File: config.mk
export PLATFORM = sky130hd
export DESIGN_NAME = ball_controller
export DESIGN_NICKNAME = d
export VERILOG_FILES = /design/src/rtl/ball_controller.sv
export SDC_FILE = /design/constraint.sdc
export NUM_CORES = 1
export LEC_CHECK = 0
export ABC_AREA = 1
export BUFFER_PORTS_ARGS = -buffer_cell sky130_fd_sc_hd__buf_2
export CAP_MARGIN = 20
export CORE_ASPECT_RATIO = 0.9
export CORE_MARGIN = 2
export CORE_UTILIZATION = 50
export CTS_CLUSTER_DIAMETER = 200
export DETAILED_ROUTE_END_ITERATION = 6
export GPL_TIMING_DRIVEN = 0
export PLACE_DENSITY_LB_ADDON = 0.15
export RECOVER_POWER = 100
export SYNTH_ARGS = -nofsm -noshare
export SYNTH_HDL_FRONTEND = slang
export SYNTH_SLANG_ARGS = --single-unit
export TNS_END_PERCENT = 30
File: constraint.sdc
create_clock -name CLOCK_50 -period 2.7 [get_ports CLOCK_50]
set_input_delay 0.81 -clock CLOCK_50 [delete_from_list [all_inputs] [get_ports CLOCK_50]]
set_output_delay 0.81 -clock CLOCK_50 [all_outputs]
set_load 0.005 [all_outputs]
File: src/rtl/ball_controller.sv
// ball_controller: ball motion stage fed by the paddle controller.
// Tracks the paddle while ATTACHED, flies the ball on a divided motion tick
// while MOVING (wall / paddle bounces), loses a life when the ball reaches the
// floor, and stops in OVER once the lives are exhausted.
//
// Ports:
//   CLOCK_50            system clock, rising edge
//   reset               synchronous, active-high
//   launch_button       active-low launch request (already synchronised)
//   player_x/player_y   paddle top-left position
//   ball_x/ball_y       ball top-left position (registered)
//   ball_active         high while MOVING
//   ball_lost           one-cycle pulse on ball loss
//   lives               remaining lives
//   game_over           high in OVER
//
// Optional feature: define BALL_SPEEDUP_EN to raise the step by one pixel every
// 8th paddle hit, up to MAX_STEP. Without it the step is the constant STEP.
module ball_controller #(
  parameter int BALL_SIZE  = 8,
  parameter int PADDLE_W   = 32,
  parameter int STEP       = 2,
  parameter int TICK_DIV   = 1250000,
  parameter int LIVES_INIT = 3,
  parameter int MAX_STEP   = 6
) (
  input  logic       CLOCK_50,
  input  logic       reset,
  input  logic       launch_button,
  input  logic [9:0] player_x,
  input  logic [9:0] player_y,
  output logic [9:0] ball_x,
  output logic [9:0] ball_y,
  output logic       ball_active,
  output logic       ball_lost,
  output logic [1:0] lives,
  output logic       game_over
);
  localparam int SCR_W   = 640;
  localparam int SCR_H   = 480;
  localparam int CW      = (TICK_DIV > 1) ? $clog2(TICK_DIV) : 1;
  // Step register is sized for the larger of the start and ceiling values.
  localparam int STEP_HI = (MAX_STEP > STEP) ? MAX_STEP : STEP;
  localparam int SW      = $clog2(STEP_HI + 1);

  localparam logic [CW-1:0] TC    = CW'(TICK_DIV - 1);
  localparam logic [10:0]   BS    = 11'(BALL_SIZE);
  localparam logic [10:0]   PW    = 11'(PADDLE_W);
  localparam logic [10:0]   X_MAX = 11'(SCR_W - BALL_SIZE);
  localparam logic [10:0]   Y_MAX = 11'(SCR_H - BALL_SIZE);
  localparam logic [10:0]   FLOOR = 11'(SCR_H);
  // Ball parked on the paddle's own reset position (304,460).
  localparam logic [9:0]    X_RST = 10'd316;
  localparam logic [9:0]    Y_RST = 10'd452;

  typedef enum logic [1:0] {ATTACHED, MOVING, LOST, OVER} state_t;

  state_t        state;
  logic          armed;
  logic          dx, dy;      // 1 = +1 (right / down), 0 = -1
  logic [CW-1:0] cnt;
  logic [SW-1:0] step;

`ifdef BALL_SPEEDUP_EN
  logic [2:0]    hit_cnt;
`else
  assign step = SW'(STEP);
`endif

  // 11-bit unsigned intermediates so nothing wraps at the screen edges.
  logic [10:0] bx, by, px, py, stp, att_x, att_y, att_x_raw, att_y_raw;
  logic        hit_left, hit_right, hit_top, hit_pad, hit_floor, pad_dx;

  assign bx  = {1'b0, ball_x};
  assign by  = {1'b0, ball_y};
  assign px  = {1'b0, player_x};
  assign py  = {1'b0, player_y};
  assign stp = 11'(step);

  // Resting spot on the paddle; also the landing height after a paddle hit.
  assign att_x_raw = px + PW / 2 - BS / 2;
  assign att_y_raw = (py >= BS) ? py - BS : 11'd0;
  assign att_x     = (att_x_raw > X_MAX) ? X_MAX : att_x_raw;
  assign att_y     = (att_y_raw > Y_MAX) ? Y_MAX : att_y_raw;

  assign hit_left  = !dx && (bx < stp);
  assign hit_right =  dx && (bx + stp > X_MAX);
  assign hit_top   = !dy && (by < stp);
  assign hit_pad   =  dy && (by + BS <= py) && (by + BS + stp >= py) &&
                      (bx + BS > px) && (bx < px + PW);
  assign hit_floor =  dy && !hit_pad && (by + BS + stp >= FLOOR);
  // Ball centre left of paddle centre sends it left.
  assign pad_dx    = (bx + BS / 2) >= (px + PW / 2);

  always_ff @(posedge CLOCK_50) begin
    if (reset) begin
      state       <= ATTACHED;
      armed       <= 1'b0;
      ball_x      <= X_RST;
      ball_y      <= Y_RST;
      dx          <= 1'b1;
      dy          <= 1'b0;
      cnt         <= '0;
      ball_active <= 1'b0;
      ball_lost   <= 1'b0;
      game_over   <= 1'b0;
      lives       <= 2'(LIVES_INIT);
`ifdef BALL_SPEEDUP_EN
      step        <= SW'(STEP);
      hit_cnt     <= 3'd0;
`endif
    end else begin
      case (state)
        ATTACHED: begin
          ball_x <= att_x[9:0];
          ball_y <= att_y[9:0];
          // Launch needs a released button first, so a held button after a
          // loss cannot relaunch by itself.
          if (launch_button) armed <= 1'b1;
          else if (armed) begin
            state       <= MOVING;
            dx          <= 1'b1;
            dy          <= 1'b0;
            cnt         <= '0;
            ball_active <= 1'b1;
          end
        end
        MOVING: begin
          if (cnt != TC) cnt <= cnt + CW'(1);
          else begin
            cnt <= '0;
            if (hit_floor) begin
              // Position frozen where the ball fell through.
              state       <= LOST;
              ball_lost   <= 1'b1;
              ball_active <= 1'b0;
            end else begin
              if (hit_left) begin
                ball_x <= 10'd0;
                dx     <= 1'b1;
              end else if (hit_right) begin
                ball_x <= X_MAX[9:0];
                dx     <= 1'b0;
              end else begin
                ball_x <= dx ? ball_x + stp[9:0] : ball_x - stp[9:0];
              end

              if (hit_top) begin
                ball_y <= 10'd0;
                dy     <= 1'b1;
              end else if (hit_pad) begin
                ball_y <= att_y[9:0];
                dy     <= 1'b0;
                dx     <= pad_dx;   // paddle decides the new horizontal heading
`ifdef BALL_SPEEDUP_EN
                hit_cnt <= hit_cnt + 3'd1;
                if (hit_cnt == 3'd7 && step < SW'(MAX_STEP)) step <= step + SW'(1);
`endif
              end else begin
                ball_y <= dy ? ball_y + stp[9:0] : ball_y - stp[9:0];
              end
            end
          end
        end
        LOST: begin
          ball_lost <= 1'b0;
          armed     <= 1'b0;
          lives     <= lives - 2'd1;
`ifdef BALL_SPEEDUP_EN
          step      <= SW'(STEP);
          hit_cnt   <= 3'd0;
`endif
          if (lives == 2'd1) begin
            state     <= OVER;
            game_over <= 1'b1;
          end else begin
            state <= ATTACHED;
          end
        end
        default: ;  // OVER: everything held until reset
      endcase
    end
  end
endmodule

==> out/results.tsv <==
metric	value	unit
vias in the first global route	5435	
slew at the pin closest to its max-slew limit	0.745	ns
worst hold margin	0.477	ns
total met2 wirelength after detailed routing	6650	µm
total of max-cap violations	0	
summed instance area of the synthesized netlist	0.00567	mm²
setup ws final	-0.349	ns
final core utilization	0.613	
hold violation count in the final report	0	
layout cell share with drive strength beyond 1	0.169	
final-stage net count	1085	
gr ovfl total	0	
clock tree from TritonCTS	built	
Worst-Skew Late Latency	0.30	ns
placer's final routability congestion estimate	0.936	
htree depth	2	
Worst-path clk slew	0.07	ns
arrival time of data at the critical path endpoint	3.21	ns
number of I/O port buffers	46	
sum of routed wire length over all layers	16000	µm
worst path required time	2.86	ns
worst min-delay path category	reg -> reg	
post-detailed-route wirelength per cell	14.0	µm
met3 WL	1130	µm
worst hold path cell count	2	
fraction of power consumed by the clock network	0.114	
starting density of the core	0.518	
register area	0.00103	mm²
Pwr Total	5760	µW
hold worst-path end	game_over	
area grow syn2layout	18.4	%
startpoint of the tightest hold check path	game_over	
number of nets produced by synthesis	1006	
largest fanout on the critical path	5	
critical path launch point type	register	
First-pass DRT Iterations	5	
clock sink count	51	
failing checks	negative setup slack	
TritonCTS Buffers	5	
Slew Viols, Final	0	
combinational cell fraction of total power	0.687	
Routed met1 length	8080	µm
startpoint of the worst register-to-register path	ball_y[3]	
die width	116	µm
Period minus WS final	3.05	ns
fillcell total	1074	
root cell of the clock tree	sky130_fd_sc_hd__clkbuf_16	
internal power summed over all cells	2850	µW
Top-Level Pins	48	
all-layer global routing usage	0.264	
core box area	0.0109	mm²
HPWL after DPL	12300	µm
switching share of power	0.506	
pin count of the biggest net entering global routing	18	
Avg Cell Area, Syn	6.20	µm²
instance count of the mapped netlist	914	
die outline area	0.0122	mm²
setup clock skew after layout	0.00615	ns
ant diodes	0	
number of antenna violations at the first check in global routing	0	
Cells after DPL	1112	
final worst-path cycle share	1.13	
power density over the cells	858	mW/mm²
final std cells w/o fill	1146	
fraction of the yosys area taken by sequential cells	0.180	
setup repair after global routing missed its margin	true	
maximum clock frequency	328	MHz
synth unique cells	47	
leakage power summed over all cells	0.00333	µW
DRC	0	
highest routed layer	met4	
maximum ir drop on the vdd rail	0.000452	V
reg2reg setup slack	-0.35	ns
multi-input logic area	0.00427	mm²
capturing point of the worst reg2reg path	ball_y[6]	
floorplan die height	105	µm
total number of vias	6030	
count of state elements after synthesis	51	
register share of total power	0.199	
Via density	5.26	
status	complete, but fails checks	
critical path class	reg -> reg	
post-detailed-route count of antenna-violating nets	0	
worst r2r path cells	20	
endpoint class of the critical path	register	
buffer levels on the longest clock path	2	
Rows	36	
Synth Warn #	0	
hold buffer count at cts	0	
first-pass GRT wire length	26100	µm
worst slew margin relative to its limit	0.502	
net switching power	2920	µW
Final Setup Violations	26	
first-iteration detailed-routing DRC count	534	
==> metrics by stage <==
step           setup WS, ns  TNS [ns]  instance area (µm²)
6_report             -0.349     -7.44                 6710
3_5_place_dp         -0.718    -15.34                 6120
4_1_cts              -0.221     -4.61                 6580
2_1_floorplan        -0.225     -3.58                 5700
5_1_grt              -0.553    -13.09                 6710
3_3_place_gp         -0.698    -15.29                 6120
==> routing by layer <==
layer	global-route usage	vias to the layer above
met4	0.0408	0
met3	0.0418	15
met1	0.405	2704
li1	-	3130
met5	0	-
met2	0.393	181
==> cell usage in the layout (no fill, tap or decap), types with 6 or more instances in the layout <==
cell | synthesis | final
sky130_fd_sc_hd__dfxtp_1 | 51 | 46
sky130_fd_sc_hd__buf_2 | 3 | 40
sky130_fd_sc_hd__clkbuf_1 | 8 | 14
sky130_fd_sc_hd__nand4_1 | 22 | 22
sky130_fd_sc_hd__nand3_2 | 2 | 6
sky130_fd_sc_hd__o21ai_0 | 31 | 28
sky130_fd_sc_hd__xnor2_1 | 9 | 9
sky130_fd_sc_hd__inv_1 | 113 | 109
sky130_fd_sc_hd__buf_6 | 4 | 7
sky130_fd_sc_hd__nor4_1 | 6 | 6
sky130_fd_sc_hd__ha_1 | 69 | 65
sky130_fd_sc_hd__xor2_1 | 40 | 39
sky130_fd_sc_hd__inv_2 | 6 | 9
sky130_fd_sc_hd__nand2_2 | 7 | 16
sky130_fd_sc_hd__nor2_2 | 4 | 12
sky130_fd_sc_hd__nor3_1 | 24 | 23
sky130_fd_sc_hd__nor2_1 | 102 | 94
sky130_fd_sc_hd__a21oi_1 | 47 | 45
sky130_fd_sc_hd__nand3_1 | 67 | 60
sky130_fd_sc_hd__nand2_1 | 246 | 231
sky130_fd_sc_hd__buf_4 | 4 | 26
==> how the worst max path moves through the flow <==
stage | startpoint | to | slack, ns | cells after the start
2_1_floorplan | ball_y[3] | ball_x[3] | -0.23 | 23
3_3_place_gp | ball_y[3] | ball_y[6] | -0.70 | 23
3_5_place_dp | ball_y[3] | ball_y[6] | -0.72 | 23
4_1_cts | ball_y[3] | ball_y[7] | -0.22 | 25
5_1_grt | ball_y[3] | ball_y[8] | -0.55 | 20
6_report | ball_y[3] | ball_y[6] | -0.35 | 20
==> flip-flops by register name, indices dropped and copies added, names as in the netlist, 2 cells and up <==
signal / flops
cnt: 21
ball_x: 10
ball_y: 10
lives: 2
state: 2
==> synthesized netlist by cell type (all sizes together) <==
master / number / share of area
nand2: 254 / 0.17
inv: 120 / 0.080
nor2: 107 / 0.074
nand3: 70 / 0.066
ha: 69 / 0.15
dfxtp: 51 / 0.18
a21oi: 49 / 0.045
xor2: 40 / 0.062
o21ai: 35 / 0.032
nor3: 27 / 0.026
nand4: 22 / 0.024
buf: 11 / 0.016
clkbuf: 9 / 0.0062
xnor2: 9 / 0.014
nor4: 6 / 0.0066
or2: 5 / 0.0055
a31oi: 4 / 0.0044
o211ai: 4 / 0.0053
and3: 3 / 0.0033
nor3b: 3 / 0.0040
clkinv: 2 / 0.0013
nand3b: 2 / 0.0026
o21bai: 2 / 0.0026
o31ai: 2 / 0.0026
a211oi: 1 / 0.0013
a21o: 1 / 0.0013
a221oi: 1 / 0.0015
and2: 1 / 0.0011
o21a: 1 / 0.0013
o22ai: 1 / 0.0011
o41ai: 1 / 0.0015
or3: 1 / 0.0011
==> area by class of cell <==
| type | count | area share |
|---|---|---|
| inverter | 122 | 0.0699 |
| clock buffer | 5 | 0.0186 |
| tap | 152 | 0.0283 |
| multi-input combinational | 721 | 0.636 |
| sequential | 51 | 0.154 |
| buffer | 20 | 0.0233 |
| clock inverter | 3 | 0.00336 |
| timing repair buffer | 72 | 0.0662 |
==> power groups by stage <==
stage               logic (µW)  registers, µW  clock network [µW]
CTS                       3750           1140                 670
global placement          3350           1150                   0
detailed placement        3380           1160                   0
global route              4420           1170                 704
floorplan                 2540           1110                   0
finish                    3960           1150                 658
==> logic make-up (layout without fill, tap and decap cells) <==
| family | Yosys count | after routing | synth area share |
|---|---|---|---|
| compound gates | 102 | 102 | 0.0994 |
| buf+inv | 142 | 222 | 0.103 |
| fa+ha+maj | 69 | 69 | 0.152 |
| flops | 51 | 51 | 0.180 |
| simple gates | 501 | 501 | 0.389 |
| xor+xnor | 49 | 49 | 0.0757 |
==> critical path: stages, from the launching register on <==
cell                         delay [ns]
sky130_fd_sc_hd__dfxtp_2           0.34
sky130_fd_sc_hd__buf_6             0.11
sky130_fd_sc_hd__clkinvlp_4        0.10
sky130_fd_sc_hd__ha_4              0.28
sky130_fd_sc_hd__nand4_1           0.14
sky130_fd_sc_hd__nor2_2            0.17
sky130_fd_sc_hd__buf_4             0.13
sky130_fd_sc_hd__nand3_4           0.09
sky130_fd_sc_hd__nor2_2            0.15
sky130_fd_sc_hd__nor2_2            0.04
sky130_fd_sc_hd__ha_1              0.27
sky130_fd_sc_hd__o21a_1            0.18
sky130_fd_sc_hd__nand2_1           0.07
sky130_fd_sc_hd__nand3_2           0.13
sky130_fd_sc_hd__nand3_4           0.12
sky130_fd_sc_hd__nand3_4           0.12
sky130_fd_sc_hd__nand2_8           0.12
sky130_fd_sc_hd__inv_8             0.06
sky130_fd_sc_hd__buf_12            0.14
sky130_fd_sc_hd__nand2_4           0.08
sky130_fd_sc_hd__nand3_2           0.05
==> timing repair <==
action	in CTS	in global routing
gates cloned	1	0
resized for setup	44	33
pin swaps	19	12
endpoints found under the setup margin	26	28
setup buffers	23	3
(Power assumes the default switching activity.)
